[config.mk]
export PLATFORM = sky130hd
export DESIGN_NAME = frame_pixel_fetcher
export DESIGN_NICKNAME = d
export VERILOG_FILES = /design/src/rtl/game_pkg.sv /design/src/rtl/sram_pkg.sv /design/src/rtl/rgb565_expand.sv /design/src/rtl/frame_pixel_fetcher.sv
export SDC_FILE = /design/constraint.sdc
export NUM_CORES = 1
export LEC_CHECK = 0
export BUFFER_PORTS_ARGS = -buffer_cell sky130_fd_sc_hd__buf_2
export CAP_MARGIN = 15
export CORE_MARGIN = 2
export CORE_UTILIZATION = 32
export DETAILED_ROUTE_END_ITERATION = 6
export SYNTH_ARGS = -nofsm -noshare
export SYNTH_HDL_FRONTEND = slang
export SYNTH_SLANG_ARGS = --single-unit
[constraint.sdc]
create_clock -name i_clk -period 6.7 [get_ports i_clk]
set_clock_uncertainty 0.2 [all_clocks]
set_input_delay 0.67 -clock i_clk [delete_from_list [all_inputs] [get_ports i_clk]]
set_output_delay 0.67 -clock i_clk [all_outputs]
set_load 0.1 [all_outputs]
[src/rtl/game_pkg.sv]
`default_nettype none
// ============================================================================
// Module      : game_pkg
// Description : Game-wide object identifiers and overlay colours.
// Revision    : 1.0 - initial release
// ============================================================================
package game_pkg;

    // Object id produced by the pixel decoder; code 7 is unused/unknown.
    typedef enum logic [2:0] {
        OBJECT_NONE        = 3'd0,
        OBJECT_MAP         = 3'd1,
        OBJECT_BAR         = 3'd2,
        OBJECT_CAR1        = 3'd3,
        OBJECT_CAR2        = 3'd4,
        OBJECT_CAR1_CIRCLE = 3'd5,
        OBJECT_CAR2_CIRCLE = 3'd6
    } ObjectID;

    // Constant overlay colours, 24-bit RGB.
    localparam logic [23:0] CAR1_CIRCLE_RGB = 24'hFF8000;
    localparam logic [23:0] CAR2_CIRCLE_RGB = 24'h0080FF;

endpackage : game_pkg
`default_nettype wire

[src/rtl/sram_pkg.sv]
`default_nettype none
// ============================================================================
// Module      : sram_pkg
// Description : External SRAM layout: object base addresses and sprite sizes.
// Revision    : 1.0 - initial release
// ============================================================================
package sram_pkg;

    // Map is addressed as {v, h}; the pixel index is this wide.
    localparam int MAP_H_WIDTH = 9;
    localparam int MAP_V_WIDTH = 9;

    // Car sprites are square IMAGE_SIZE x IMAGE_SIZE, one frame per direction.
    localparam int          IMAGE_SIZE      = 32;
    localparam int unsigned CAR_FRAME_WORDS = IMAGE_SIZE * IMAGE_SIZE;
    localparam int          CAR_DIRS        = 16;

    // Word base addresses of each SRAM-backed object.
    localparam int unsigned MAP_BASE  = 32'h0_0000;
    localparam int unsigned BAR_BASE  = 32'h4_0000;
    localparam int unsigned CAR1_BASE = 32'h8_0000;
    localparam int unsigned CAR2_BASE = 32'h8_4000;

endpackage : sram_pkg
`default_nettype wire

[src/rtl/rgb565_expand.sv]
`default_nettype none
// ============================================================================
// Module      : rgb565_expand
// Description : RGB565 to RGB888 by MSB replication (full-scale maps to FF).
// Revision    : 1.0 - initial release
// ============================================================================
module rgb565_expand (
    input  logic [15:0] i_rgb565,
    output logic [23:0] o_rgb888
);

    logic [4:0] w_r5;
    logic [5:0] w_g6;
    logic [4:0] w_b5;

    assign w_r5 = i_rgb565[15:11];
    assign w_g6 = i_rgb565[10:5];
    assign w_b5 = i_rgb565[4:0];

    assign o_rgb888 = {w_r5, w_r5[4:2], w_g6, w_g6[5:4], w_b5, w_b5[4:2]};

endmodule : rgb565_expand
`default_nettype wire

[src/rtl/frame_pixel_fetcher.sv]
`default_nettype none
// ============================================================================
// Module      : frame_pixel_fetcher
// Description : Three-stage pixel colour fetch: object id/index -> SRAM
//               address -> SRAM data -> RGB888, with sync/blank delayed to
//               stay aligned with the colour.
// Revision    : 1.0 - initial release
// ============================================================================
module frame_pixel_fetcher
    import sram_pkg::*;
    import game_pkg::*;
#(
    parameter int ADDR_WIDTH = 20,
    parameter int DATA_WIDTH = 16,
    parameter int IDX_WIDTH  = MAP_H_WIDTH + MAP_V_WIDTH
) (
    input  logic                  i_clk,
    input  logic                  i_rst_n,
    input  logic                  i_frame_start,
    input  logic                  i_hsync,
    input  logic                  i_vsync,
    input  logic                  i_blank_n,
    input  ObjectID               i_object_id,
    input  logic [IDX_WIDTH-1:0]  i_pixel_index,
    input  logic [3:0]            i_car1_dir,
    input  logic [3:0]            i_car2_dir,
    output logic [ADDR_WIDTH-1:0] o_sram_addr,
    input  logic [DATA_WIDTH-1:0] i_sram_dq,
    output logic                  o_sram_oe_n,
    output logic                  o_sram_we_n,
    output logic [7:0]            o_r,
    output logic [7:0]            o_g,
    output logic [7:0]            o_b,
    output logic                  o_hsync,
    output logic                  o_vsync,
    output logic                  o_blank_n
);

    localparam int c_dir_w = $clog2(CAR_DIRS);

    // Constant-colour selector carried in the tag.
    localparam logic [1:0] c_sel_black = 2'd0;
    localparam logic [1:0] c_sel_car1  = 2'd1;
    localparam logic [1:0] c_sel_car2  = 2'd2;

    typedef struct packed {
        logic       is_const;
        logic [1:0] const_sel;
        logic       blank_n;
        logic       hsync;
        logic       vsync;
    } tag_t;

    // Cleared tag: blanked pixel with both syncs inactive (high).
    localparam tag_t c_tag_reset = '{is_const: 1'b0, const_sel: 2'd0,
                                     blank_n: 1'b0, hsync: 1'b1, vsync: 1'b1};

    logic [c_dir_w-1:0]    r_car1_dir;
    logic [c_dir_w-1:0]    r_car2_dir;
    logic [ADDR_WIDTH-1:0] r_sram_addr;
    logic                  r_sram_oe_n;
    tag_t                  r_tag1;
    tag_t                  r_tag2;
    logic [DATA_WIDTH-1:0] r_sram_data;
    logic [23:0]           r_rgb;
    logic                  r_hsync;
    logic                  r_vsync;
    logic                  r_blank_n;

    logic [ADDR_WIDTH-1:0] w_next_addr;
    tag_t                  w_tag;
    logic [23:0]           w_expanded;
    logic [23:0]           w_rgb;

    // Car directions only change at frame start so sprites cannot tear.
    always_ff @(posedge i_clk or negedge i_rst_n) begin
        if (!i_rst_n) begin
            r_car1_dir <= '0;
            r_car2_dir <= '0;
        end else if (i_frame_start) begin
            r_car1_dir <= c_dir_w'(i_car1_dir);
            r_car2_dir <= c_dir_w'(i_car2_dir);
        end
    end

    // Address generation and tag build; non-SRAM ids keep the last address.
    always_comb begin
        w_next_addr       = r_sram_addr;
        w_tag.is_const    = 1'b1;
        w_tag.const_sel   = c_sel_black;
        w_tag.blank_n     = i_blank_n;
        w_tag.hsync       = i_hsync;
        w_tag.vsync       = i_vsync;
        case (i_object_id)
            OBJECT_MAP: begin
                w_next_addr    = ADDR_WIDTH'(MAP_BASE) + ADDR_WIDTH'(i_pixel_index);
                w_tag.is_const = 1'b0;
            end
            OBJECT_BAR: begin
                w_next_addr    = ADDR_WIDTH'(BAR_BASE) + ADDR_WIDTH'(i_pixel_index);
                w_tag.is_const = 1'b0;
            end
            OBJECT_CAR1: begin
                w_next_addr    = ADDR_WIDTH'(CAR1_BASE)
                               + ADDR_WIDTH'(r_car1_dir) * ADDR_WIDTH'(CAR_FRAME_WORDS)
                               + ADDR_WIDTH'(i_pixel_index);
                w_tag.is_const = 1'b0;
            end
            OBJECT_CAR2: begin
                w_next_addr    = ADDR_WIDTH'(CAR2_BASE)
                               + ADDR_WIDTH'(r_car2_dir) * ADDR_WIDTH'(CAR_FRAME_WORDS)
                               + ADDR_WIDTH'(i_pixel_index);
                w_tag.is_const = 1'b0;
            end
            OBJECT_CAR1_CIRCLE: w_tag.const_sel = c_sel_car1;
            OBJECT_CAR2_CIRCLE: w_tag.const_sel = c_sel_car2;
            default: ;
        endcase
    end

    // Stage 1: present address to SRAM, launch tag; OE asserts after reset.
    always_ff @(posedge i_clk or negedge i_rst_n) begin
        if (!i_rst_n) begin
            r_sram_addr <= '0;
            r_sram_oe_n <= 1'b1;
            r_tag1      <= c_tag_reset;
        end else begin
            r_sram_addr <= w_next_addr;
            r_sram_oe_n <= 1'b0;
            r_tag1      <= w_tag;
        end
    end

    // Stage 2: capture asynchronous SRAM data after a full cycle of settling.
    always_ff @(posedge i_clk or negedge i_rst_n) begin
        if (!i_rst_n) begin
            r_sram_data <= '0;
            r_tag2      <= c_tag_reset;
        end else begin
            r_sram_data <= i_sram_dq;
            r_tag2      <= r_tag1;
        end
    end

    rgb565_expand u_rgb565_expand (
        .i_rgb565 (r_sram_data),
        .o_rgb888 (w_expanded)
    );

    // Colour resolve: blanking wins, then constant overlays, then SRAM data.
    always_comb begin
        w_rgb = 24'h000000;
        if (r_tag2.blank_n) begin
            if (!r_tag2.is_const) begin
                w_rgb = w_expanded;
            end else begin
                case (r_tag2.const_sel)
                    c_sel_car1: w_rgb = CAR1_CIRCLE_RGB;
                    c_sel_car2: w_rgb = CAR2_CIRCLE_RGB;
                    default:    w_rgb = 24'h000000;
                endcase
            end
        end
    end

    // Stage 3: register colour together with the delayed sync/blank.
    always_ff @(posedge i_clk or negedge i_rst_n) begin
        if (!i_rst_n) begin
            r_rgb     <= 24'h000000;
            r_hsync   <= 1'b1;
            r_vsync   <= 1'b1;
            r_blank_n <= 1'b0;
        end else begin
            r_rgb     <= w_rgb;
            r_hsync   <= r_tag2.hsync;
            r_vsync   <= r_tag2.vsync;
            r_blank_n <= r_tag2.blank_n;
        end
    end

    assign o_sram_addr = r_sram_addr;
    assign o_sram_oe_n = r_sram_oe_n;
    assign o_sram_we_n = 1'b1;
    assign o_r         = r_rgb[23:16];
    assign o_g         = r_rgb[15:8];
    assign o_b         = r_rgb[7:0];
    assign o_hsync     = r_hsync;
    assign o_vsync     = r_vsync;
    assign o_blank_n   = r_blank_n;

endmodule : frame_pixel_fetcher
`default_nettype wire

Word level (Yosys, flattened, before mapping)
Cells that the tools add are included.

Bitwise gates (word level): 0. $lt $le $gt $ge: 0. Add/subtract/negate cells: 5. Reduce and logical (&&, ||, !) cells: 2. Shift-type cells: 0. $mul: 0. Multiplexer cells: 6. Divide/modulo/power cells: 0. Equality and inequality tests: 8.

Operator list (number): one-hot mux 20 bit (4 select lines) (1); 2-to-1 mux 24 bit (2); one-hot mux 24 bit (2 select lines) (1); adder 20 x 14 -> 20 bit, first input constant (2); adder 20 x 18 -> 20 bit (2); adder 19 x 18 -> 20 bit, first input constant (1); == test 3 bit, second input constant (3); == test 3 x 2 -> 1 bit, second input constant (2); one-hot mux 2 bit (2 select lines) (1); nonzero test 4 bit (1); OR reduction 4 bit (1); == test 3 x 1 -> 1 bit, second input constant (1); == test 2 x 1 -> 1 bit, second input constant (1); == test 2 bit, second input constant (1); 2-to-1 mux 1 bit (1).

Memory bits (writable): 0. Memories kept: 0. ROM bits: 0. Bits in registers: 84. Bits in latches: 0. Output and inout port bits: 49.

Logic depth before layout (Yosys ltp)
Depth in word-level cells: 4. Gate-level depth with buffers: 8. Mapped depth without buffers: 8.

Modules after synthesis
A second synthesis with hierarchy kept.

Cells, all modules: 316. Area, all modules: 3736.1 um^2.

By module, submodules not included: frame_pixel_fetcher (cells each 292, times used 1, area each 3555.9 um^2, seq. area each 2110.8 um^2); rgb565_expand (cells each 24, times used 1, area each 180.2 um^2, seq. area each 0.0 um^2).

Worst setup path after synthesis
No wires, ideal clock.

Path kind: in2reg. Start point: in i_pixel_index[10]. End point: reg r_sram_addr[16] (netlist: o_sram_addr[16]). Setup slack: 4245 ps. Cell stages on the path: 8. Library setup time: 125 ps. Path buffers: 0. Arrival: 2131 ps. Cell sequence: ha_1 > inv_1 > fa_1 > nand2b_1 > a21oi_1 > nand4_1 > nand3_1 > mux2_2.

Longest elaborated chain between the ends: 2. Elaborated cells on any way between the ends: 4. Those cells by class: add/sub: 3; mux: 1.

Ends and longest elaborated chain: start: declaration (line frame_pixel_fetcher.sv:24) `input logic [IDX_WIDTH-1:0] i_pixel_index,`; adder 20 x 18 -> 20 bit (tied with other cells) (line frame_pixel_fetcher.sv:112) `+ ADDR_WIDTH'(i_pixel_index);`; one-hot mux 20 bit (4 select lines) * (line frame_pixel_fetcher.sv:94) `case (i_object_id)`; end signal: assignment (line frame_pixel_fetcher.sv:128) `r_sram_addr <= w_next_addr;`; end: declaration (line frame_pixel_fetcher.sv:60) `logic [ADDR_WIDTH-1:0] r_sram_addr;`.

Every way passes the cells marked *; elsewhere a longest branch is shown, timed or not. A chain may end at the register's enable or synchronous reset.

Worst setup path in the final report
Same ends and word-level chain as after synthesis.

==> results.tsv <==
metric	value	unit
status	finished, final reports clean	
drc_errors	0	
grt_overflow_total	0	
start_util	0.332	
cts_tree	built	
antenna_found_initial	0	
grt_pass1_wl	11700	um
die_h	108	um
clk_path_buf_depth	2	
irDropWorstVdd	171	uV
hp-class	register to register	
fill_cells	1026	
area_growth	20.6	%
synth_largest_area_cell	dfrtp_1	
grt_max_degree	78	
nNetsFinal	443	
fin_crit_sh	0.355	
setup_tns	0	ps
syn-cell-area	3460	um2
firstDrtPassIters	4	
port_buffers	98	
max-slew-margin-rel	0.351	
cts_resized	0	
cp_max_fo	4	
cp_data_arrival_time	2430	ps
synth_top_cell_area_share	0.507	
max_freq	421	MHz
hpwl	5070	um
maxSlewViolCount	0	
wl_per_cell	13.8	um
dp_cells	505	
syn_inst	292	
avgSynthCellArea	11.8	um2
p_leak	2.04	nW
cts_hold_buffers	0	
grt_pass1_vias	2360	
vias	2435	
viasPerCell	4.67	
antenna_cells	0	
synthTopCellsByArea	dfrtp_1 51%, dfstp_2 5.3%, ha_1 3.6%	
worstSetupEndpointType	register	
synth_ff_type	dfrtp_1	
path_class	input pin to register	
synth_commonest_cells	70 x dfrtp_1, 18 x nand2_1, 15 x nand2b_1, 14 x inv_1, 13 x nor2_1	
cts-root-buf	clkbuf_8	
ys_warn_count	0	
routabilityCongestion	0.827	
power.density	304	nW/um2
die_w	108	um
period_needed	2380	ps
tightest_slew	973	ps
multi_input_area	1320	um2
drt_iter0_markers	119	
ys_ff_latch	77	
fin_cells	521	
drt.antenna.violating_nets	0	
htreeDepth	3	
postSynth.asyncResetShare	1.00	
clk_latency	360	ps
final_hold_viol_count	0	
core	10400	um2
cts_setup_buffers	0	
drive_gt1_frac	0.369	
track_usage	0.130	
ff_latch_area	1940	um2
yosysMostFrequentCell	dfrtp_1	
cts_inserted_buffers	9	
ys_seq_area_frac	0.560	
startpoint_type	input pin	
routed_wl	7210	um
synth-edff-count	0	
required	6750	ps
syn_nets	355	
rsz0062_at_grt	false	
synth_cell_type_count	54	
dieArea	11700	um2
cap_violations	0	
setup_viol_count_final	0	
fp-row-count	37	
io_pins	100	
numClockSinks	77	
cts.clk_slew.worst_paths	90	ps
cells by family (layout without fill, tap and decap cells):
kind of cell | after synthesis | in the layout | share of synthesized area
buf+inv | 36 | 129 | 0.0586
other cells | 2 | 2 | 0.00217
simple gates | 77 | 77 | 0.119
fa+ha+maj | 12 | 12 | 0.0478
compound gates | 60 | 60 | 0.115
xor+xnor | 9 | 9 | 0.0282
mux | 19 | 19 | 0.0698
flops | 77 | 77 | 0.560
layout make-up:
cell class,instances,area share
sequential,77,0.464
inverter,15,0.0135
clock inverter,5,0.0105
multi-input combinational,179,0.317
timing repair buffer,98,0.118
clock buffer,11,0.0363
tap,136,0.0408
final timing paths:
path / slack [ps] / depth (start not counted) / endpoint / startpoint
min in group asynchronous: 260 / 1 / r_sram_data[14] / i_rst_n
max in group asynchronous: 5400 / 1 / r_car1_dir[2] / i_rst_n
max: 4320 / 9 / o_sram_addr[16] / i_pixel_index[10]
min reg2reg: 150 / 0 / r_tag2[4] / r_tag1[4]
max reg2reg: 4400 / 8 / o_sram_addr[16] / r_car2_dir[0]
min: 150 / 0 / r_tag2[4] / r_tag1[4]
worst max-delay path, stage by stage:
cell	delay (ps)
buf_2	120
ha_1	190
inv_1	60
fa_1	380
nand2b_1	160
a21oi_1	270
nand4_1	140
nand3_1	110
mux2_2	330
sequential cells by signal, indices dropped and copies added (netlist names), 4 cells and up:
| name | flops |
|---|---|
| o_sram_addr | 20 |
| r_rgb | 17 |
| r_sram_data | 16 |
| r_tag1 | 6 |
| r_tag2 | 6 |
| r_car1_dir | 4 |
| r_car2_dir | 4 |
report_power, final:
| group | internal, mW | leakage [nW] | switching (mW) |
|---|---|---|---|
| registers | 0.506 | 0.930 | 0.0229 |
| logic | 0.0873 | 1.01 | 0.307 |
| clock network | 0.159 | 0.100 | 0.184 |
| total | 0.752 | 2.04 | 0.514 |
cells in the final DEF, fill, tap and decap left out, types with 3 or more instances in the layout:
| master | count |
|---|---|
| and2_1 | 6 |
| ha_1 | 10 |
| nor2_1 | 13 |
| nand2b_1 | 15 |
| clkbuf_8 | 11 |
| o21ai_0 | 11 |
| a21oi_1 | 12 |
| mux2_2 | 9 |
| nand3_1 | 8 |
| a21boi_0 | 10 |
| clkinv_4 | 4 |
| o211ai_1 | 4 |
| mux2_4 | 8 |
| nand4_1 | 3 |
| nor3_1 | 4 |
| inv_1 | 14 |
| xor2_1 | 7 |
| nand2_1 | 18 |
| dfstp_2 | 7 |
| dfrtp_1 | 70 |
| buf_2 | 97 |
per-layer routing:
metal / routed length [um] / GRT usage / vias up
met5: 0 / 0 / -
li1: - / - / 1171
met1: 3060 / 0.156 / 1173
met4: 129 / 0.0531 / 0
met2: 3570 / 0.212 / 79
met3: 441 / 0.0452 / 12
through the flow:
step	instance area, um2	utilization	hold WS, ps	setup slack [ps]	total power [mW]
finish	4170	0.400	154	4320	1.27
global route	4170	0.400	166	4230	1.33
CTS	4170	0.400	157	4340	1.29
detailed placement	3980	0.382	136	3940	0.935
global placement	3980	0.382	135	3980	0.932
floorplan	3460	-	131	4240	0.860
Note: power is estimated with default switching activity, not from simulation.
